$ cat src/rtl/conf_int_mul_prod_accum_pkg.sv
// Shared constants for the multiplier product accumulator: FSM encoding,
// element counter width and default sizing for the mul+accum wrapper.
package conf_int_mul_prod_accum_pkg;

    localparam logic [1:0] ST_IDLE  = 2'd0;
    localparam logic [1:0] ST_ACCUM = 2'd1;
    localparam logic [1:0] ST_HOLD  = 2'd2;

    localparam int CNT_W            = 8;
    localparam int DEF_ACC_BITWIDTH = 32;
    localparam int DEF_ACC_LEN      = 8;

endpackage

$ cat src/rtl/conf_int_acc_add.sv
// Accumulator adder with carry-out; kept separate so approximate adder
// variants can be dropped in without touching the control logic.
module conf_int_acc_add #(
    parameter int ACC_BITWIDTH = 32
) (
    input  logic [ACC_BITWIDTH-1:0] a_i,
    input  logic [ACC_BITWIDTH-1:0] b_i,
    output logic [ACC_BITWIDTH-1:0] sum_o,
    output logic                    carry_o
);

    assign {carry_o, sum_o} = {1'b0, a_i} + {1'b0, b_i};

endmodule

$ cat src/rtl/conf_int_mul_prod_accum.sv
// Sums groups of unsigned multiplier products (closed by count or in_last)
// and presents sum, count and sticky overflow on a held output handshake.
module conf_int_mul_prod_accum
    import conf_int_mul_prod_accum_pkg::*;
#(
    parameter int DATA_PATH_BITWIDTH = 16,
    parameter int ACC_BITWIDTH       = DEF_ACC_BITWIDTH,
    parameter int ACC_LEN            = DEF_ACC_LEN
) (
    input  logic                          clk,
    input  logic                          rst,
    input  logic                          in_valid,
    output logic                          in_ready,
    input  logic [DATA_PATH_BITWIDTH-1:0] prod,
    input  logic                          in_last,
    output logic                          out_valid,
    input  logic                          out_ready,
    output logic [ACC_BITWIDTH-1:0]       acc_out,
    output logic [CNT_W-1:0]              out_count,
    output logic                          out_ovf
);

    logic [1:0]              state_q, state_d;
    logic [ACC_BITWIDTH-1:0] acc_q, acc_d;
    logic [CNT_W-1:0]        cnt_q, cnt_d;
    logic                    ovf_q, ovf_d;
    logic                    out_valid_q, out_valid_d;
    logic [ACC_BITWIDTH-1:0] acc_out_q, acc_out_d;
    logic [CNT_W-1:0]        out_count_q, out_count_d;
    logic                    out_ovf_q, out_ovf_d;

    logic                    accept;
    logic                    in_first;
    logic                    close;
    logic                    carry;
    logic                    ovf_next;
    logic [ACC_BITWIDTH-1:0] acc_base;
    logic [ACC_BITWIDTH-1:0] prod_ext;
    logic [ACC_BITWIDTH-1:0] acc_sum;
    logic [CNT_W-1:0]        cnt_next;

    // Ready is a pure state decode, forced low while reset is asserted.
    assign in_ready = rst & (state_q != ST_HOLD);
    assign accept   = in_valid & in_ready;
    assign in_first = (state_q == ST_IDLE);
    assign acc_base = in_first ? '0 : acc_q;
    assign prod_ext = ACC_BITWIDTH'(prod);
    assign cnt_next = (in_first ? '0 : cnt_q) + CNT_W'(1);
    assign close    = in_last | (cnt_next == CNT_W'(ACC_LEN));
    assign ovf_next = (in_first ? 1'b0 : ovf_q) | carry;

    conf_int_acc_add #(
        .ACC_BITWIDTH(ACC_BITWIDTH)
    ) u_add (
        .a_i    (acc_base),
        .b_i    (prod_ext),
        .sum_o  (acc_sum),
        .carry_o(carry)
    );

    always_comb begin
        state_d     = state_q;
        acc_d       = acc_q;
        cnt_d       = cnt_q;
        ovf_d       = ovf_q;
        out_valid_d = out_valid_q;
        acc_out_d   = acc_out_q;
        out_count_d = out_count_q;
        out_ovf_d   = out_ovf_q;
        case (state_q)
            ST_IDLE, ST_ACCUM: begin
                if (accept) begin
                    acc_d = acc_sum;
                    cnt_d = cnt_next;
                    ovf_d = ovf_next;
                    if (close) begin
                        state_d     = ST_HOLD;
                        out_valid_d = 1'b1;
                        acc_out_d   = acc_sum;
                        out_count_d = cnt_next;
                        out_ovf_d   = ovf_next;
                    end else begin
                        state_d = ST_ACCUM;
                    end
                end
            end
            ST_HOLD: begin
                if (out_ready) begin
                    state_d     = ST_IDLE;
                    out_valid_d = 1'b0;
                    acc_d       = '0;
                    cnt_d       = '0;
                    ovf_d       = 1'b0;
                end
            end
            default: state_d = ST_IDLE;
        endcase
    end

    always_ff @(posedge clk or negedge rst) begin
        if (!rst) begin
            state_q     <= ST_IDLE;
            acc_q       <= '0;
            cnt_q       <= '0;
            ovf_q       <= 1'b0;
            out_valid_q <= 1'b0;
            acc_out_q   <= '0;
            out_count_q <= '0;
            out_ovf_q   <= 1'b0;
        end else begin
            state_q     <= state_d;
            acc_q       <= acc_d;
            cnt_q       <= cnt_d;
            ovf_q       <= ovf_d;
            out_valid_q <= out_valid_d;
            acc_out_q   <= acc_out_d;
            out_count_q <= out_count_d;
            out_ovf_q   <= out_ovf_d;
        end
    end

    assign out_valid = out_valid_q;
    assign acc_out   = acc_out_q;
    assign out_count = out_count_q;
    assign out_ovf   = out_ovf_q;

endmodule

$ cat config.mk
export PLATFORM = sky130hd
export DESIGN_NAME = conf_int_mul_prod_accum
export DESIGN_NICKNAME = d
export VERILOG_FILES = /design/src/rtl/conf_int_mul_prod_accum_pkg.sv /design/src/rtl/conf_int_acc_add.sv /design/src/rtl/conf_int_mul_prod_accum.sv
export SDC_FILE = /design/constraint.sdc
export NUM_CORES = 1
export LEC_CHECK = 0
export BUFFER_PORTS_ARGS = -buffer_cell sky130_fd_sc_hd__buf_2
export CORE_UTILIZATION = 54
export DETAILED_ROUTE_END_ITERATION = 10
export PLACE_DENSITY = 0.8
export SLEW_MARGIN = 20
export SYNTH_ARGS = -nofsm -noshare
export SYNTH_HDL_FRONTEND = slang
export SYNTH_HIERARCHICAL = 1
export SYNTH_SLANG_ARGS = --single-unit
$ cat constraint.sdc
create_clock -name clk -period 3.8 [get_ports clk]
set_input_delay 0.19 -clock clk [delete_from_list [all_inputs] [get_ports clk]]
set_output_delay 0.19 -clock clk [all_outputs]
set_load 0.02 [all_outputs]
==> impl_metrics.json <==
{
  "status": "complete, no violations",
  "synth_edf_count": 0,
  "finalNonFillerCells": 788,
  "seq_area_frac_synth_pct": 38.6,
  "critPathRequiredTime_ps": 4050,
  "yosysUniqueCellTypes": 57,
  "p_int_w": 0.00209,
  "top_usage_layer": "met2",
  "dieWidth_um": 103,
  "root_buffer": "clkbuf_8",
  "routed_wl_um": 12800,
  "synthMostInstantiatedCell": "nand2_1",
  "seq_power_share_pct": 38.6,
  "clk_pin_slew_ps": 100,
  "p_sw_w": 0.00135,
  "synth_area_leaders": "dfrtp_1 (39%), nand2_1 (9.0%), o2bb2ai_2 (8.2%)",
  "drive_gt1_share_pct": 20.5,
  "cts_tree": "yes",
  "netlist.area_leader.share_pct": 38.6,
  "hold_viol": 0,
  "yosysTopAreaCell": "dfrtp_1",
  "antenna_cells": 0,
  "arrival_ps": 3860,
  "grtUsageMet2_pct": 40.3,
  "final_nets": 705,
  "cellPowerDensity_nw_per_um2": 556,
  "dieArea_um2": 10600,
  "fin_crit_sh_pct": 95.0,
  "place_ws_ps": 239,
  "p_comb_share_pct": 41.2,
  "timing_worst_setup_path_type": "reg2reg",
  "worst-path-max-fanout": 6,
  "p_sw_share_pct": 39.1,
  "clockBufferDepth": 2,
  "post_drt_via_cell_ratio": 5.75,
  "cts_num_sinks": 85,
  "use_met3_pct": 5.29,
  "dp_hpwl_um": 9150,
  "dpl_cell_area_um2": 5960,
  "cts-resized-gates": 0,
  "clockPowerShare_pct": 20.2,
  "fin_crit_ps": 3610,
  "grt_pass1_vias": 4451,
  "io-pin-count": 64,
  "slew_headroom_pct": 44.2,
  "yosysWarningCount": 6,
  "antenna_found_initial": 0,
  "start_util_pct": 56.1,
  "dp.cells": 771,
  "fp-row-count": 36,
  "drv_slew": 0,
  "rsz0062_at_grt": "false",
  "setup_viol": 0,
  "ys_ff_latch": 85,
  "yosys_most_used_dff": "dfrtp_1",
  "finalWeightedCongestion": 0.909,
  "cp-end-kind": "register",
  "fmax_ghz": 0.277,
  "finalSetupTns_ps": 0,
  "cellLeakagePower_nw": 2.97,
  "drc": 0,
  "synth_area_um2": 5510,
  "setup_ws_ps": 189,
  "drt-initial-drc-count": 233,
  "irDropWorstVdd_mv": 0.233,
  "critPathLaunchType": "register",
  "clock_latency_ps": 390,
  "htreeDepth": 3,
  "hold_class": "in2reg",
  "hold_slack_ps": 60.3,
  "tightestPinTransition_ps": 830,
  "areaGrowthSynthToFinish_pct": 12.3,
  "dieHeight_um": 103,
  "ant_nets": 0,
  "finish.instance_area_um2": 6180,
  "dr_total_vias": 4530,
  "clock_skew_ps": 13.6,
  "cap_violations": 0,
  "io_buffer_count": 63,
  "syn_inst": 581,
  "grt_use_met1_pct": 34.5,
  "cts_buffers": 9,
  "drt_pass1_iterations": 4,
  "postCtsSetupBuffers": 0,
  "grt_usage_pct": 25.5,
  "grt_start_max_net_pins": 57,
  "core_area_um2": 9820,
  "avgSynthCellArea_um2": 9.48,
  "postSynth.asyncResetShare_pct": 100,
  "grt_pass1_wl_um": 20800,
  "yosys-top-cells-count": "nand2_1 (132), dfrtp_1 (85), nor2b_1 (37)",
  "avgRoutedWirePerCell_um": 16.2,
  "grt.overflow.total": 0
}
## routing by layer
layer	vias to the layer above	part of all wire, %
li1	2180	-
met5	-	0
met2	132	46
met4	0	1.8
met3	22	4.7
met1	2196	47
## stage by stage
step                      total power, W  utilization (%)
final                            0.00344             63.0
after global routing             0.00367             63.0
after CTS                        0.00344             63.0
after detailed placement         0.00274             60.7
after global placement           0.00270             60.7
after floorplan                  0.00236                -
## cells in the final DEF, fill, tap and decap left out, drive strengths merged, types with 5 or more instances in the layout
master   count
a21o         9
a21oi       36
and3         5
buf         72
clkbuf      10
conb        16
dfrtp       85
ha          33
inv         12
nand2      132
nand3        9
nand4       11
nor2        22
nor2b       37
nor3         6
o21a         5
o21ai       27
o21bai       5
o2bb2ai     35
o31ai        6
xnor2       23
xor2        12
## power groups by stage
stage,Clock (W),Combinational [W],Sequential (W)
after global placement,0,0.00137,0.00133
final,0.000695,0.00142,0.00133
after CTS,0.000713,0.00140,0.00133
after detailed placement,0,0.00140,0.00134
after floorplan,0,0.000882,0.00148
after global routing,0.000750,0.00155,0.00136
## cell families after synthesis
family / Yosys count / synth area share (%)
AOI/OAI and AO/OA: 154 / 24.7
DFF: 85 / 38.6
and+or+nand+nor: 232 / 19.2
muxes: 1 / 0.204
adders and majority gates: 34 / 7.86
buffers and inverters: 39 / 3.82
xor gates and xnor gates: 35 / 5.57
other: 1 / 0.0681
## registers in the layout, summed over array words and instances, names as in the netlist
| signal | flops |
|---|---|
| acc_out | 32 |
| acc_q | 32 |
| cnt_q | 8 |
| out_count | 8 |
| state_q | 2 |
| out_ovf | 1 |
| out_valid | 1 |
| ovf_q | 1 |
## path summary, 6_finish.rpt
| path | start | end | slack [ps] | depth (start not counted) |
|---|---|---|---|---|
| worst max-delay path | state_q[0]$_DFFE_PN0P_ | out_ovf$_DFFE_PN0P_ | 190 | 13 |
| worst min-delay path | out_ready | state_q[1]$_DFFE_PN0P_ | 60 | 2 |
| worst max register to register | state_q[0]$_DFFE_PN0P_ | out_ovf$_DFFE_PN0P_ | 190 | 13 |
| worst min register to register | acc_q[28]$_DFFE_PN0P_ | acc_q[28]$_DFFE_PN0P_ | 480 | 2 |
| max in group asynchronous | rst | acc_q[25]$_DFFE_PN0P_ | 2460 | 3 |
| min in group asynchronous | rst | cnt_q[6]$_DFFE_PN0P_ | 270 | 2 |
## layout make-up
| class | count | area (um^2) |
|---|---|---|
| Tap cell | 133 | 166 |
| Timing Repair Buffer | 73 | 408 |
| Clock inverter | 6 | 76.3 |
| Inverter | 9 | 33.8 |
| Clock buffer | 10 | 138 |
| Fill cell | 845 | 3630 |
| Multi-Input combinational cell | 472 | 3240 |
| Sequential cell | 85 | 2130 |
## critical path, stage by stage (launching register included)
cell and delay, ps:
dfrtp_1 450, nor2_2 140, nor2b_1 60, ha_1 240, fa_1 420, a21o_1 240, a221oi_2 390, o211ai_1 160
o21bai_2 280, nor2_1 120, o21ai_1 90, a311o_1 340, a2111oi_0 420, a22oi_1 110
## timing repair
item / 4_1_cts / 5_1_grt
endpoints found under the setup margin: 0 / 0
hold buffers: 1 / 0
hold endpoints to repair: 29 / 0
(Power assumes the default switching activity.)
